## src/rtl/breakout_pkg.sv

```systemverilog
// Shared definitions for the breakout game path: state encoding used by the
// game controller, the graphics unit and the display mux.
package breakout_pkg;

  typedef logic [1:0] game_state_t;

  localparam game_state_t NEWGAME = 2'b00;
  localparam game_state_t PLAY    = 2'b01;
  localparam game_state_t NEWBALL = 2'b10;
  localparam game_state_t OVER    = 2'b11;

endpackage

```

## src/rtl/bcd_sat_counter.sv

```systemverilog
// Packed-BCD up counter that sticks at all-9s instead of wrapping.
// Digit 0 sits in the LSBs; clr has priority over inc.
module bcd_sat_counter #(
  parameter int DIGITS = 4
) (
  input  logic                  clk,
  input  logic                  reset,
  input  logic                  clr,
  input  logic                  inc,
  output logic [4*DIGITS-1:0]   q
);

  logic [4*DIGITS-1:0] q_inc;
  logic                carry;
  logic                all_nines;

  // Ripple a decimal carry through the digits; hold the value once every digit is 9
  always_comb begin
    q_inc     = q;
    carry     = 1'b1;
    all_nines = 1'b1;
    for (int i = 0; i < DIGITS; i++) begin
      if (q[4*i +: 4] != 4'd9) all_nines = 1'b0;
      if (carry) begin
        if (q[4*i +: 4] == 4'd9) begin
          q_inc[4*i +: 4] = 4'd0;
        end else begin
          q_inc[4*i +: 4] = q[4*i +: 4] + 4'd1;
          carry           = 1'b0;
        end
      end
    end
    if (all_nines) q_inc = q;
  end

  // Count register
  always_ff @(posedge clk) begin
    if (reset || clr) begin
      q <= '0;
    end else if (inc) begin
      q <= q_inc;
    end
  end

endmodule

```

## src/rtl/breakout_game_ctrl.sv

```systemverilog
// Game-flow controller: newgame -> play -> newball/over, with lives, a BCD
// score, a hold-off timer after each miss and start rising-edge detection.
// Every output is registered, so an event shows up on the following cycle.
module breakout_game_ctrl
  import breakout_pkg::*;
#(
  parameter int LIVES        = 3,
  parameter int SCORE_DIGITS = 4,
  parameter int DELAY_CYCLES = 50_000_000,
  parameter int LW           = $clog2(LIVES + 1)
) (
  input  logic                      clk,
  input  logic                      reset,
  input  logic                      start,
  input  logic                      hit,
  input  logic                      miss,
  output game_state_t               state,
  output logic                      gra_still,
  output logic [4*SCORE_DIGITS-1:0] score,
  output logic [LW-1:0]             lives_left,
  output logic                      game_over,
  output logic                      hold_busy
);

  localparam int TW = $clog2(DELAY_CYCLES + 1);

  game_state_t   state_d;
  logic          start_d;
  logic          start_rise;
  logic [TW-1:0] timer;
  logic [TW-1:0] timer_d;
  logic [LW-1:0] lives_d;
  logic          score_clr;
  logic          score_inc;
  logic          gra_still_d;
  logic          game_over_d;

  // start_d resets to 1 so a start held through reset is not seen as an edge
  assign start_rise = start & ~start_d;

  // State register plus the registered outputs derived from the next state
  always_ff @(posedge clk) begin
    if (reset) begin
      state      <= NEWGAME;
      start_d    <= 1'b1;
      timer      <= '0;
      lives_left <= LW'(LIVES);
      gra_still  <= 1'b1;
      game_over  <= 1'b0;
      hold_busy  <= 1'b0;
    end else begin
      state      <= state_d;
      start_d    <= start;
      timer      <= timer_d;
      lives_left <= lives_d;
      gra_still  <= gra_still_d;
      game_over  <= game_over_d;
      hold_busy  <= (timer_d != '0);
    end
  end

  // Next-state, timer, lives and score controls; hit/miss only matter in play
  always_comb begin
    state_d   = state;
    lives_d   = lives_left;
    score_clr = 1'b0;
    score_inc = 1'b0;
    // The timer only ever counts down toward zero and never wraps
    timer_d   = (timer != '0) ? timer - TW'(1) : timer;
    case (state)
      NEWGAME: begin
        if (start_rise) begin
          score_clr = 1'b1;
          lives_d   = LW'(LIVES);
          state_d   = PLAY;
        end
      end
      PLAY: begin
        score_inc = hit;
        if (miss) begin
          lives_d = lives_left - LW'(1);
          timer_d = TW'(DELAY_CYCLES);
          state_d = (lives_left > LW'(1)) ? NEWBALL : OVER;
        end
      end
      NEWBALL: begin
        // An early start press is dropped, not queued
        if (start_rise && timer == '0) state_d = PLAY;
      end
      default: begin
        if (timer == '0) state_d = NEWGAME;
      end
    endcase
  end

  // Output decode for the registered flags, taken from the upcoming state
  always_comb begin
    gra_still_d = (state_d != PLAY);
    game_over_d = (state_d == OVER);
  end

  bcd_sat_counter #(
    .DIGITS (SCORE_DIGITS)
  ) u_score (
    .clk   (clk),
    .reset (reset),
    .clr   (score_clr),
    .inc   (score_inc),
    .q     (score)
  );

endmodule

```

## config.mk

```make
export PLATFORM = sky130hd
export DESIGN_NAME = breakout_game_ctrl
export DESIGN_NICKNAME = d
export VERILOG_FILES = /design/src/rtl/breakout_pkg.sv /design/src/rtl/bcd_sat_counter.sv /design/src/rtl/breakout_game_ctrl.sv
export SDC_FILE = /design/constraint.sdc
export NUM_CORES = 1
export LEC_CHECK = 0
export ABC_AREA = 1
export BUFFER_PORTS_ARGS = -buffer_cell sky130_fd_sc_hd__buf_2
export CORE_AREA = 2 2 80 120
export DETAILED_ROUTE_END_ITERATION = 10
export DIE_AREA = 0 0 82 122
export HOLD_SLACK_MARGIN = 0.05
export PLACE_DENSITY = 0.6
export SLEW_MARGIN = 20
export SYNTH_ARGS = -nofsm -noshare
export SYNTH_HDL_FRONTEND = slang
export SYNTH_SLANG_ARGS = --single-unit
```

## constraint.sdc

```tcl
create_clock -name clk -period 5 [get_ports clk]
set_input_delay 0.5 -clock clk [delete_from_list [all_inputs] [get_ports clk]]
set_output_delay 0.5 -clock clk [all_outputs]
set_load 0.02 [all_outputs]
```

==> results.cfg, run 1 <==
[floorplanning]
die_w_um = 82
core_um2 = 9040
initial_utilization_pct = 32.0
rows = 43
dieArea_um2 = 10000
boundaryPins = 28
die_h_um = 122

[sta]
post-route-min-period_ns = 2.19
setup_violations = 0
min_period_over_period_pct = 43.9
worst_pin_slew_ns = 0.538
max-slew-margin-rel_pct = 64.1
max_freq_ghz = 0.456
fin_worst_skew_ns = 0.00870
hold_violations = 0
worst_slack_ns = 2.81
slew_violations = 0
rsz0062_at_grt = false
setup-tns-final_ns = 0

[power_and_ir_drop]
ir_worst_vdd_mv = 0.298
p_leak_nw = 1.59
finalPower_w = 0.00249
seqPwrFrac_pct = 24.2
p_int_w = 0.00119
combPwrFrac_pct = 60.8
switchingPower_w = 0.00130
sw_frac_of_total_pct = 52.2
p_clk_share_pct = 15.0
power_density_nw_per_um2 = 755

[synth]
synthTopCellsByArea = dfxtp_1 (35%), nand2_1 (14%), nor2_1 (11%), inv_1 (7.4%), a21oi_1 (5.2%)
synthesis.nets = 458
ys_async_sr_fraction_pct = 0
syn-cell-area_um2 = 2890
yosysTopAreaCellShare_pct = 34.6
ys_seq_area_share_pct = 34.6
yosysTopAreaCell = dfxtp_1
synth.most_common_cell = nand2_1
yosys_warnings = 0
yosys-top-cells-count = nand2_1 (106), nor2_1 (87), inv_1 (57)
synth_ff_type = dfxtp_1
ys_seq_elements = 50
synth_cell_type_count = 35
synth_cells = 451
synth_edf_count = 0
syn_avg_cell_area_um2 = 6.41

[global_routing]
antenna_found_initial = 0
first_global_vias = 2807
grt-ovfl-total = 0
grt_max_degree = 29
grt_pass1_wl_um = 13000
track_usage_pct = 16.9

[cells_and_area]
nNetsFinal = 487
multiInputGateArea_um2 = 1610
diodes = 0
drive_gt1_share_pct = 14.3
fill_cells = 989
syn_to_final_growth_pct = 14.1
design_area_um2 = 3300
sequential_cell_area_um2 = 1000

[placed_design]
dp_hpwl_um = 6340
gp_congestion = 0.935
io_buffers = 27
place_area_um2 = 3140
pre_cts_ws_ns = 2.85

[worst_setup_path]
path_max_fanout = 11
max_stage_delay_ns = 0.31
critical_path.slowest_cell = dfxtp_1
rrSetupSlack_ns = 2.81
crit_family = simple AND/OR/NAND/NOR gates
critPathKind = flop to flop
cp.buffers_inverters = 2
path_cells = inv_1, ha_1, nand2_2, nor2_4, nand2_2, nor2_4, inv_1, nand3_1, nand3_1, nor2_1, nand2_1, nor2_1, a21oi_1
endpoint_kind = flop
arrival_ns = 2.36
cp-start-kind = flop
worstPathRequired_ns = 5.17

[route]
route.detailed.drc = 0
wl_per_cell_um = 13.7
via_per_inst = 5.01
ant_nets = 0
drt-pass1-iter-count = 7
drt_iter0_drc = 350
dr_total_vias = 2970
routed_wl_um = 8120

[clock_network]
postCtsHoldBufs = 0
cts_buffer_depth = 2
htreeDepth = 2
cts_buffers = 5
root_buffer = clkbuf_16
post_cts_buffers = 0
cts.clk_slew.worst_paths_ns = 0.07
cts_sinks = 50
clk-insertion-delay-late_ns = 0.30
cts_tree = yes
post_cts_resized = 0

[job]
cap_violations = 0

[min_path]
hold_class = input port to flop

[run_status]
status = completed
kinds of logic after synthesis:
group / count (synthesis) / share of synthesized area, %
simple gates: 270 / 42.3
buf+inv: 70 / 9.65
flops: 50 / 34.6
xor+xnor: 6 / 1.82
fa+ha+maj: 2 / 0.865
compound gates: 53 / 10.7
tightest hold or removal path: stages:
cell	delay, ns
buf_2	0.08
inv_1	0.04
nand2_1	0.05
sequential cells by signal, summed over array words and instances (netlist names):
signal,flops
game_over,1
gra_still,1
hold_busy,1
lives_left,2
start_d,1
state,2
timer,26
u_score.q,16
final timing paths:
path	startpoint	to	cells after the start
hold reg to reg	u_score.q[2]	u_score.q[2]	2
setup / recovery	timer[0]	hold_busy	13
hold / removal	start	start_d	3
setup reg to reg	timer[0]	hold_busy	13
per-stage QoR:
stage	hold WS, ns	util [%]	instances
CTS	0.395	36.5	593
global placement	0.466	34.7	585
global route	0.404	36.5	593
finish	0.394	36.5	593
detailed placement	0.478	34.7	585
floorplan	0.505	-	451
layout make-up:
class,instances,area share [%]
clock buffers,7,4.63
repair buffers,28,4.32
inverters,64,7.32
multi-input cells,331,48.9
clock inverters,1,0.266
well taps,112,4.25
flip-flops and latches,50,30.3
power by group through the flow:
stage	Combinational (W)	Clock, W	Sequential [W]
floorplan	0.00117	0	0.000579
global placement	0.00148	0	0.000608
detailed placement	0.00147	0	0.000609
CTS	0.00149	0.000377	0.000600
global route	0.00170	0.000389	0.000611
finish	0.00151	0.000374	0.000602
placed cells by master (no fill, tap or decap), drive strengths merged, types with 2 or more instances in the layout:
master   count
a21oi       30
and3         2
buf         28
clkbuf       7
clkinv       4
dfxtp       50
ha           2
inv         61
nand2      115
nand3       27
nand3b       5
nand4        7
nor2       100
nor3         9
nor4         2
o2111ai      2
o211ai       8
o21ai        8
or2          3
xnor2        2
xor2         4
layer usage:
metal	GRT usage, %	share of wire (%)	vias up
li1	-	-	1487
met3	2.30	4.3	43
met1	17.0	36	1320
met5	0	0	-
met4	11.8	6.9	0
met2	30.9	52	120
(Power assumes the default switching activity.)
==> inputs of run 2 (changes only) <==
PLACE_DENSITY = 0.61   (was 0.6)
clock period = 1.81 ns   (was 5 ns; I/O delays follow)
==> results.cfg, run 2 (synthesis results as in run 1) <==
[route]
ant_nets = 0
drt_iter0_drc = 149
route.detailed.drc = 0
wl_per_cell_um = 15.0
routed_wl_um = 9890
drt-pass1-iter-count = 4
dr_total_vias = 3252
via_per_inst = 4.93

[placed_design]
pre_cts_ws_ns = -0.138
place_area_um2 = 3560
gp_congestion = 0.921
io_buffers = 27
dp_hpwl_um = 7360

[cells_and_area]
syn_to_final_growth_pct = 42.2
fill_cells = 918
drive_gt1_share_pct = 35.9
regMostFlops = timer
final_cell_mix = nand2_1 (94), nor2_1 (64), buf_4 (63)
final_common_cell = nand2_1
top_regs = timer x26, u_score.q x16
largest_reg_flops = 26
design_area_um2 = 4110
diodes = 0
nNetsFinal = 554

[global_routing]
track_usage_pct = 20.5
grt_max_degree = 17
first_global_vias = 3309
grt_pass1_wl_um = 15500
grt-ovfl-total = 0
antenna_found_initial = 0

[sta]
setup_violations = 1
slew_violations = 0
fin_worst_skew_ns = 0.00618
max-slew-margin-rel_pct = 75.9
post-route-min-period_ns = 1.85
worst_slack_ns = -0.0358
worst_pin_slew_ns = 0.359
holdWs_ns = 0.0739
max_freq_ghz = 0.542
hold_violations = 0
setup-tns-final_ns = -0.0358
min_period_over_period_pct = 102
rsz0062_at_grt = true

[job]
cap_violations = 0

[clock_network]
cts_tree = yes
root_buffer = clkbuf_16
cts_buffers = 5
cts.clk_slew.worst_paths_ns = 0.07
htreeDepth = 2
clk-insertion-delay-late_ns = 0.30
cts_sinks = 50
postCtsHoldBufs = 0
cts_buffer_depth = 2

[power_and_ir_drop]
sw_frac_of_total_pct = 48.7
finalPower_w = 0.0100
p_int_w = 0.00513
p_leak_nw = 1.98
switchingPower_w = 0.00487
combPwrFrac_pct = 71.2
power_density_nw_per_um2 = 2430
p_clk_share_pct = 11.2
seqPwrFrac_pct = 17.6
ir_worst_vdd_mv = 1.23

[worst_setup_path]
cp-start-kind = flop
worstPathRequired_ns = 1.99
path_max_fanout = 4
arrival_ns = 2.03
rr_worst_depth = 12
critPathKind = flop to flop
endpoint_kind = flop

[run_status]
violations = setup timing
status = complete, but fails checks

[floorplanning]
boundaryPins = 28
initial_utilization_pct = 32.0
die_w_um = 82
core_um2 = 9040
die_h_um = 122
rows = 43
dieArea_um2 = 10000

[min_path]
hold_depth = 3
hold_class = input port to flop
-- run 2: power by group through the flow --
stage	logic (W)	clock network, W	registers, W
after floorplan	0.00323	0	0.00160
after global placement	0.00548	0	0.00165
after detailed placement	0.00544	0	0.00165
after CTS	0.00653	0.00113	0.00168
after global routing	0.00773	0.00116	0.00179
final	0.00712	0.00112	0.00176
-- run 2: per-layer routing --
layer	global-route usage, %	wire, um	up-vias
met3	3.19	375	48
li1	-	-	1628
met5	0	0	-
met1	19.9	3510	1473
met2	38.2	5360	103
met4	13.9	644	0
-- run 2: worst max-delay path: stages, from the launching register on --
cell and delay (ns):
dfxtp_1 0.38, nor2_2 0.14, nand2_2 0.12, nor2_4 0.13, nand2_2 0.10, nor2_2 0.24
nor2_1 0.07, nand2_1 0.11, nand2_1 0.07, nor2_1 0.11, nand3_1 0.10, nor2_1 0.11
a21oi_1 0.07
-- run 2: cell type report --
class	instances	area, um2	share of cell area [%]
sequential	50	1020	24.8
multi-input combinational	334	1890	46.0
tap	112	140	3.41
clock inverter	3	43.8	1.06
timing repair buffer	92	648	15.8
clock buffer	5	125	3.04
inverter	64	245	5.96
-- run 2: what timing repair did --
action / CTS / global route
endpoints found under the setup margin: 4 / 10
buffers inserted: 3 / 5
gates resized for setup: 40 / 44
pin swaps: 13 / 25
gates cloned: 3 / 0
-- run 2: path summary, 6_finish.rpt --
path	start	endpoint	slack (ns)
min reg2reg	u_score.q[2]	u_score.q[2]	0.49
max reg2reg	timer[20]	hold_busy	-0.04
max	timer[20]	hold_busy	-0.04
min	start	start_d	0.07
-- run 2: metrics by stage --
| step | utilization, % | std cells |
|---|---|---|
| 2_1_floorplan | - | 451 |
| 3_3_place_gp | 39.4 | 641 |
| 3_5_place_dp | 39.4 | 641 |
| 4_1_cts | 43.5 | 655 |
| 5_1_grt | 45.5 | 660 |
| 6_report | 45.5 | 660 |
